<file path="src/rtl/ctrl_pkg.sv">
// ctrl_pkg
// Shared constants for the photon-counting command controller:
//   - OP_W and the opcode values carried in the top nibble of a command word
//   - the 2-bit controller state encoding
// Imported by count_controller_param and ctrl_gate_timer.
package ctrl_pkg;

    localparam int OP_W = 4;

    localparam logic [OP_W-1:0] OP_NOP         = 4'h0;
    localparam logic [OP_W-1:0] OP_START       = 4'h1;
    localparam logic [OP_W-1:0] OP_STOP        = 4'h2;
    localparam logic [OP_W-1:0] OP_READ        = 4'h3;
    localparam logic [OP_W-1:0] OP_SET_MASK    = 4'h4;
    localparam logic [OP_W-1:0] OP_SET_TLO     = 4'h5;
    localparam logic [OP_W-1:0] OP_SET_THI     = 4'h6;
    localparam logic [OP_W-1:0] OP_START_TIMED = 4'h7;
    localparam logic [OP_W-1:0] OP_CLEAR       = 4'h8;
    localparam logic [OP_W-1:0] OP_STATUS_SNAP = 4'h9;
    localparam logic [OP_W-1:0] OP_ABORT       = 4'hF;

    localparam logic [1:0] ST_IDLE  = 2'd0;
    localparam logic [1:0] ST_COUNT = 2'd1;
    localparam logic [1:0] ST_TIMED = 2'd2;
    localparam logic [1:0] ST_READ  = 2'd3;

endpackage

</file>
<file path="src/rtl/ctrl_gate_timer.sv">
// ctrl_gate_timer
// Down-counter that times a gated counting window.
// Ports:
//   clk        in   system clock
//   rst        in   synchronous active-high reset (count -> 0)
//   load       in   load count with load_value
//   enable     in   decrement while count is non-zero
//   abort      in   force count to zero
//   load_value in   TIMER_W value to load (window length minus one)
//   tc         out  terminal count, high while count == 0
module ctrl_gate_timer
    import ctrl_pkg::*;
#(
    parameter int TIMER_W = 24
) (
    input  logic               clk,
    input  logic               rst,
    input  logic               load,
    input  logic               enable,
    input  logic               abort,
    input  logic [TIMER_W-1:0] load_value,
    output logic               tc
);

    logic [TIMER_W-1:0] count;

    // Abort beats load so an early stop can never leave a stale window armed.
    always_ff @(posedge clk) begin
        if (rst) begin
            count <= '0;
        end else if (abort) begin
            count <= '0;
        end else if (load) begin
            count <= load_value;
        end else if (enable && (count != '0)) begin
            count <= count - TIMER_W'(1);
        end
    end

    assign tc = (count == '0);

endmodule

</file>
<file path="src/rtl/count_controller_param.sv">
// count_controller_param
// Command controller between the SPI slave and the photon counters. Decodes
// {opcode, argument} command words, holds the channel enable mask and the
// gate period, runs free or timed counting windows and sequences reads.
// Ports:
//   CLK, RST       clock, synchronous active-high reset
//   COMMAND        CMD_W command word, valid when CMD_VALID is high
//   CMD_VALID      one-cycle command strobe
//   DATA_ACK       readout side has captured the selected channel
//   START_COUNT    counters enabled
//   CLEAR_COUNT    one-cycle counter clear pulse
//   CH_EN          per-channel enable mask
//   READ_DATA      read request, READ_SEL selects the channel
//   BUSY           high in COUNT, TIMED or READ
//   DONE           timed window finished (sticky)
//   CMD_ERR        one-cycle pulse on an illegal or rejected command
//   STATUS         (only with COUNT_CONTROLLER_STATUS_EN) registered status word
// Optional feature macro: COUNT_CONTROLLER_STATUS_EN adds STATUS and the
// STATUS_SNAP opcode; without it opcode 0x9 is rejected.
module count_controller_param
    import ctrl_pkg::*;
#(
    parameter int CMD_W   = 16,
    parameter int N_CH    = 4,
    parameter int TIMER_W = 24,
    parameter int SEL_W   = 2
) (
    input  logic             CLK,
    input  logic             RST,
    input  logic [CMD_W-1:0] COMMAND,
    input  logic             CMD_VALID,
    input  logic             DATA_ACK,
    output logic             START_COUNT,
    output logic             CLEAR_COUNT,
    output logic [N_CH-1:0]  CH_EN,
    output logic             READ_DATA,
    output logic [SEL_W-1:0] READ_SEL,
    output logic             BUSY,
    output logic             DONE,
    output logic             CMD_ERR
`ifdef COUNT_CONTROLLER_STATUS_EN
    ,
    output logic [15:0]      STATUS
`endif
);

    localparam int ARG_W = CMD_W - OP_W;
    localparam logic [ARG_W-1:0] N_CH_ARG = ARG_W'(N_CH);

    logic [OP_W-1:0]    opcode;
    logic [ARG_W-1:0]   arg;
    logic [ARG_W-1:0]   period_lo, period_hi;
    logic [2*ARG_W-1:0] period_full;
    logic [TIMER_W-1:0] period;
    logic [1:0]         state;

    logic [1:0]         state_n;
    logic               start_n, clear_n, read_n, done_n, err_n;
    logic [SEL_W-1:0]   sel_n;
    logic [N_CH-1:0]    mask_n;
    logic [ARG_W-1:0]   lo_n, hi_n;
    logic               timer_load, timer_abort, timer_tc;

    assign opcode      = COMMAND[CMD_W-1 -: OP_W];
    assign arg         = COMMAND[ARG_W-1:0];
    assign period_full = {period_hi, period_lo};
    assign period      = period_full[TIMER_W-1:0];
    assign BUSY        = (state != ST_IDLE);

    ctrl_gate_timer #(
        .TIMER_W (TIMER_W)
    ) u_timer (
        .clk        (CLK),
        .rst        (RST),
        .load       (timer_load),
        .enable     (state == ST_TIMED),
        .abort      (timer_abort),
        .load_value (period - TIMER_W'(1)),
        .tc         (timer_tc)
    );

    // Next-state decode. The first case handles opcode legality and the
    // register writes that are accepted in every state; the second handles
    // the state-changing commands, which are only legal in some states.
    // A READ is range-checked on the whole argument so that an out-of-range
    // channel is rejected rather than silently aliased onto a low channel.
    always_comb begin
        state_n     = state;
        start_n     = START_COUNT;
        clear_n     = 1'b0;
        read_n      = READ_DATA;
        sel_n       = READ_SEL;
        done_n      = DONE;
        err_n       = 1'b0;
        mask_n      = CH_EN;
        lo_n        = period_lo;
        hi_n        = period_hi;
        timer_load  = 1'b0;
        timer_abort = 1'b0;

        if (CMD_VALID) begin
            case (opcode)
                OP_SET_MASK: mask_n = arg[N_CH-1:0];
                OP_SET_TLO:  lo_n   = arg;
                OP_SET_THI:  hi_n   = arg;
                OP_NOP, OP_START, OP_STOP, OP_READ,
                OP_START_TIMED, OP_CLEAR, OP_ABORT: ;
`ifdef COUNT_CONTROLLER_STATUS_EN
                OP_STATUS_SNAP: ;
`endif
                default:     err_n  = 1'b1;
            endcase
        end

        case (state)
            ST_IDLE: begin
                if (CMD_VALID) begin
                    case (opcode)
                        OP_START: begin
                            state_n = ST_COUNT;
                            start_n = 1'b1;
                            done_n  = 1'b0;
                        end
                        OP_START_TIMED: begin
                            if (period == '0) begin
                                err_n = 1'b1;
                            end else begin
                                state_n    = ST_TIMED;
                                start_n    = 1'b1;
                                done_n     = 1'b0;
                                timer_load = 1'b1;
                            end
                        end
                        OP_READ: begin
                            if (arg >= N_CH_ARG) begin
                                err_n = 1'b1;
                            end else begin
                                state_n = ST_READ;
                                read_n  = 1'b1;
                                sel_n   = arg[SEL_W-1:0];
                            end
                        end
                        OP_CLEAR: begin
                            clear_n = 1'b1;
                            done_n  = 1'b0;
                        end
                        default: ;
                    endcase
                end
            end
            ST_COUNT: begin
                if (CMD_VALID) begin
                    case (opcode)
                        OP_STOP, OP_ABORT: begin
                            state_n = ST_IDLE;
                            start_n = 1'b0;
                        end
                        OP_START, OP_START_TIMED, OP_READ, OP_CLEAR: err_n = 1'b1;
                        default: ;
                    endcase
                end
            end
            ST_TIMED: begin
                // Expiry has priority over a coincident STOP/ABORT so the
                // completed window is still reported through DONE.
                if (timer_tc) begin
                    state_n = ST_IDLE;
                    start_n = 1'b0;
                    done_n  = 1'b1;
                end else if (CMD_VALID && (opcode == OP_STOP || opcode == OP_ABORT)) begin
                    state_n     = ST_IDLE;
                    start_n     = 1'b0;
                    timer_abort = 1'b1;
                end
                if (CMD_VALID && (opcode == OP_START || opcode == OP_START_TIMED ||
                                  opcode == OP_READ  || opcode == OP_CLEAR)) begin
                    err_n = 1'b1;
                end
            end
            ST_READ: begin
                // An acknowledge coinciding with ABORT is taken as a normal ack.
                if (DATA_ACK || (CMD_VALID && opcode == OP_ABORT)) begin
                    state_n = ST_IDLE;
                    read_n  = 1'b0;
                end
                if (CMD_VALID && (opcode == OP_START || opcode == OP_STOP ||
                                  opcode == OP_START_TIMED || opcode == OP_READ ||
                                  opcode == OP_CLEAR)) begin
                    err_n = 1'b1;
                end
            end
            default: state_n = ST_IDLE;
        endcase
    end

    // Controller registers; every output except BUSY is registered here.
    always_ff @(posedge CLK) begin
        if (RST) begin
            state       <= ST_IDLE;
            START_COUNT <= 1'b0;
            CLEAR_COUNT <= 1'b0;
            CH_EN       <= '1;
            READ_DATA   <= 1'b0;
            READ_SEL    <= '0;
            DONE        <= 1'b0;
            CMD_ERR     <= 1'b0;
            period_lo   <= '0;
            period_hi   <= '0;
        end else begin
            state       <= state_n;
            START_COUNT <= start_n;
            CLEAR_COUNT <= clear_n;
            CH_EN       <= mask_n;
            READ_DATA   <= read_n;
            READ_SEL    <= sel_n;
            DONE        <= done_n;
            CMD_ERR     <= err_n;
            period_lo   <= lo_n;
            period_hi   <= hi_n;
        end
    end

`ifdef COUNT_CONTROLLER_STATUS_EN
    logic        status_frozen;
    logic [15:0] status_now;

    assign status_now = {state, DONE, BUSY, 4'(READ_SEL), 8'(CH_EN)};

    // STATUS tracks the controller every cycle; STATUS_SNAP captures one
    // sample and holds it until any further command arrives.
    always_ff @(posedge CLK) begin
        if (RST) begin
            STATUS        <= '0;
            status_frozen <= 1'b0;
        end else if (CMD_VALID) begin
            STATUS        <= status_now;
            status_frozen <= (opcode == OP_STATUS_SNAP);
        end else if (!status_frozen) begin
            STATUS        <= status_now;
        end
    end
`endif

endmodule

</file>
<file path="config.mk">
export PLATFORM = sky130hd
export DESIGN_NAME = count_controller_param
export DESIGN_NICKNAME = d
export VERILOG_FILES = /design/src/rtl/ctrl_pkg.sv /design/src/rtl/ctrl_gate_timer.sv /design/src/rtl/count_controller_param.sv
export SDC_FILE = /design/constraint.sdc
export NUM_CORES = 1
export LEC_CHECK = 0
export BUFFER_PORTS_ARGS = -buffer_cell sky130_fd_sc_hd__buf_4
export CAP_MARGIN = 20
export CORE_UTILIZATION = 54
export CTS_CLUSTER_DIAMETER = 40
export CTS_CLUSTER_SIZE = 14
export DETAILED_ROUTE_END_ITERATION = 8
export GPL_ROUTABILITY_DRIVEN = 0
export PLACE_DENSITY = 0.76
export SLEW_MARGIN = 25
export SYNTH_ARGS = -nofsm -noshare
export SYNTH_HDL_FRONTEND = slang
export SYNTH_SLANG_ARGS = --single-unit
export TNS_END_PERCENT = 30
</file>
<file path="constraint.sdc">
create_clock -name CLK -period 3.7 [get_ports CLK]
set_input_delay 0.185 -clock CLK [delete_from_list [all_inputs] [get_ports CLK]]
set_output_delay 0.185 -clock CLK [all_outputs]
set_load 0.05 [all_outputs]
</file>
==> results.yml <==
timing:
  setup_tns_ns: 0
  finalWorstSetupSlack_ns: 0.593
  clock_skew_ns: 0.00887
  max-slew-margin-rel_pct: 43.8
  layout_min_cycle_time_ns: 3.11
  rsz0062_at_grt: "false"
  fmax_ghz: 0.322
  fin_crit_sh_pct: 84.0
  hold_viol_final: 0
  report.final.slew_viol_count: 0
  setup_viol: 0
  worst_slew_pin_slew_ns: 0.838
setup_path:
  startpoint: "period_lo[2]$_SDFFE_PP0P_"
  crit_arrival_ns: 3.33
  required_ns: 3.92
  path_class: "register to register"
  cp-end-kind: "register"
  cp-start-kind: "register"
  r2r_start: "period_lo[2]$_SDFFE_PP0P_"
  path_max_fanout: 10
final_layout:
  area_growth_pct: 14.1
  fillers: 538
  final_area_um2: 4100
  final_util_pct: 64.2
  antenna_cells: 0
  nets: 483
  drive_above_1_share_pct: 15.2
floorplanning:
  dieWidth_um: 83.6
  ios: 32
  core_area_um2: 6390
  fp-row-count: 29
  start_util_pct: 56.2
  die_area_um2: 6980
  die_y_um: 83.6
cts:
  clock_path_buffers: 2
  clk_pin_slew_ns: 0.07
  cts_resized: 0
  cts_tree: "built"
  cts_max_level: 3
  cts_hold_buf: 0
  cts_made_buffers: 9
  root_buffer: "clkbuf_8"
  clk_latency_ns: 0.35
  clock_sinks: 61
  post-cts-setup-buffers: 0
global_route:
  met2_usage_pct: 40.6
  grt_max_degree: 40
  grt_use_met1_pct: 35.4
  overflow: 0
  antenna_found_initial: 0
  grt-busiest-layer: "met2"
  grt_pass1_vias: 2872
  grt_pass1_wl_um: 14300
  grt_util_all_layers_pct: 25.7
  use_met3_pct: 3.56
pwr:
  power_switching_share_pct: 31.8
  fin_total_pwr_mw: 1.50
  leakagePower_nw: 1.75
  power_density_nw_per_um2: 365
  power_frac_clock_pct: 35.5
  p_int_mw: 1.02
  ir_drop_mv: 0.269
  p_seq_share_pct: 45.8
  comb_power_share_pct: 18.7
  switchingPower_uw: 476
drt:
  drc: 0
  first_pass_iters: 5
  drtIter0Drc: 245
  wl_per_cell_um: 16.6
  wl_um: 8930
  vias: 3355
  ant_nets: 0
  vias_per_cell: 6.24
synth:
  synth_area_leaders: "dfxtp_1 34%, mux2i_1 9.5%, nor2_1 5.5%"
  synthArstFlopShare_pct: 0
  synth_ff_type: "dfxtp_1"
  yosysTopAreaCellShare_pct: 34.0
  synth-seq-cells: 61
  synth_edf_count: 0
  synth_area_um2: 3590
  ys_warn_count: 0
  ys_seq_area_share_pct: 34.0
  yosys.area.top_type: "dfxtp_1"
  syn_inst: 426
  ys_types: 49
  postSynthAreaPerCell_um2: 8.43
  synthesis.nets: 453
place:
  place_ws_ns: 0.635
  placed_cell_area_um2: 3930
  dpl.hpwl_um: 6400
  port_buffers: 31
hold_path:
  min_path_type: "input port to register"
  worstHoldStart: "COMMAND[11]"
flow_run:
  drv_cap: 0
status:
  status: "finished, final reports clean"
[through the flow]
step / std cells / hold WS (ns)
finish: 538 / 0.0949
global route: 538 / 0.104
detailed placement: 522 / 0.451
CTS: 538 / 0.0858
global placement: 522 / 0.445
floorplan: 426 / 0.324
[final cells by class]
type                            count  area [µm²]  area share, %
Clock inverter                      7        50.0           1.22
Multi-Input combinational cell    331        2260           55.1
Tap cell                           77        96.3           2.35
Clock buffer                        9         124           3.02
Timing Repair Buffer               40         300           7.33
Inverter                           13        48.8           1.19
Sequential cell                    61        1220           29.8
[placed cells by master (no fill, tap or decap), types with 2 or more instances in the layout]
master	count
dfxtp_1	61
nor2_1	53
buf_4	40
mux2i_1	34
nor3_1	27
a21oi_1	25
nand2_1	22
nor4_1	17
xnor2_1	15
inv_1	13
or3_1	12
a211oi_1	11
xor2_1	10
o21ai_0	10
nand3_1	9
clkbuf_8	9
o21a_1	8
ha_1	7
a211o_1	5
o311ai_0	5
o31ai_1	5
nand2b_1	5
nand4_1	4
nor2b_1	4
or4_1	4
nor3b_1	3
a21o_1	3
mux2_2	3
clkinv_4	3
clkinv_2	3
and3_1	2
nand4b_1	2
or4_4	2
o31a_1	2
a311o_1	2
or2_2	2
a311oi_1	2
a2111oi_4	2
[sequential cells by signal (all words and copies together) (netlist names)]
signal and flops:
state 2, READ_SEL 2, period_hi 12, DONE 1, START_COUNT 1, CH_EN 4
u_timer.count 24, CLEAR_COUNT 1, CMD_ERR 1, READ_DATA 1, period_lo 12
[logic make-up after synthesis]
family | synth area share (%)
XOR/XNOR | 6.10
flip-flops | 34.0
buffers and inverters | 3.62
multiplexers | 10.4
AO/OA/AOI/OAI | 19.3
adder cells (fa/ha/maj) | 2.44
AND/OR/NAND/NOR | 24.2
[cell usage after synthesis, types with 3 or more instances]
library cell and count:
mux2i_1 34, nor3_1 27, dfxtp_1 61, o311ai_0 5, nor2b_1 4, o31ai_1 5, xor2_1 10, nand3_1 9
a211o_1 5, o21a_1 8, a21oi_1 25, a21o_1 3, nor3b_1 3, nand2_1 22, clkbuf_1 17, inv_1 13
nor2_1 53, nand4_1 4, nor4_1 17, or4_1 4, a211oi_1 11, mux2_2 3, ha_1 7, xnor2_1 15
o21ai_0 10, or3_1 12, nand2b_1 5
[power groups by stage]
stage          Combinational (mW)  Sequential (mW)  Clock [mW]
2_1_floorplan               0.183            0.711           0
3_3_place_gp                0.271            0.699           0
3_5_place_dp                0.275            0.700           0
4_1_cts                     0.276            0.685       0.534
5_1_grt                     0.305            0.687       0.565
6_report                    0.281            0.685       0.531
[metal layers]
layer  vias up  share of wire (%)
li1       1645                  -
met1      1541                 46
met2       150                 44
met3        19                7.8
met4         0                2.2
met5         -                  0
[path summary, 6_finish.rpt]
path,depth (start not counted),slack [ns],end
worst max-delay path,9,0.59,u_timer.count[22]$_SDFFE_PP0P_
worst min-delay path,3,0.09,period_lo[11]$_SDFFE_PP0P_
worst max register to register,9,0.59,u_timer.count[22]$_SDFFE_PP0P_
worst min register to register,1,0.48,CH_EN[3]$_SDFFE_PP1P_
[critical path, cell delays in order (launching register included)]
cell,delay (ns)
dfxtp_1,0.36
nor4_1,0.47
nand4_1,0.42
o21ai_4,0.33
mux2i_1,0.25
ha_1,0.26
nand2_1,0.26
nor4b_1,0.38
xnor2_1,0.16
a21oi_1,0.08
(Power assumes the default switching activity.)
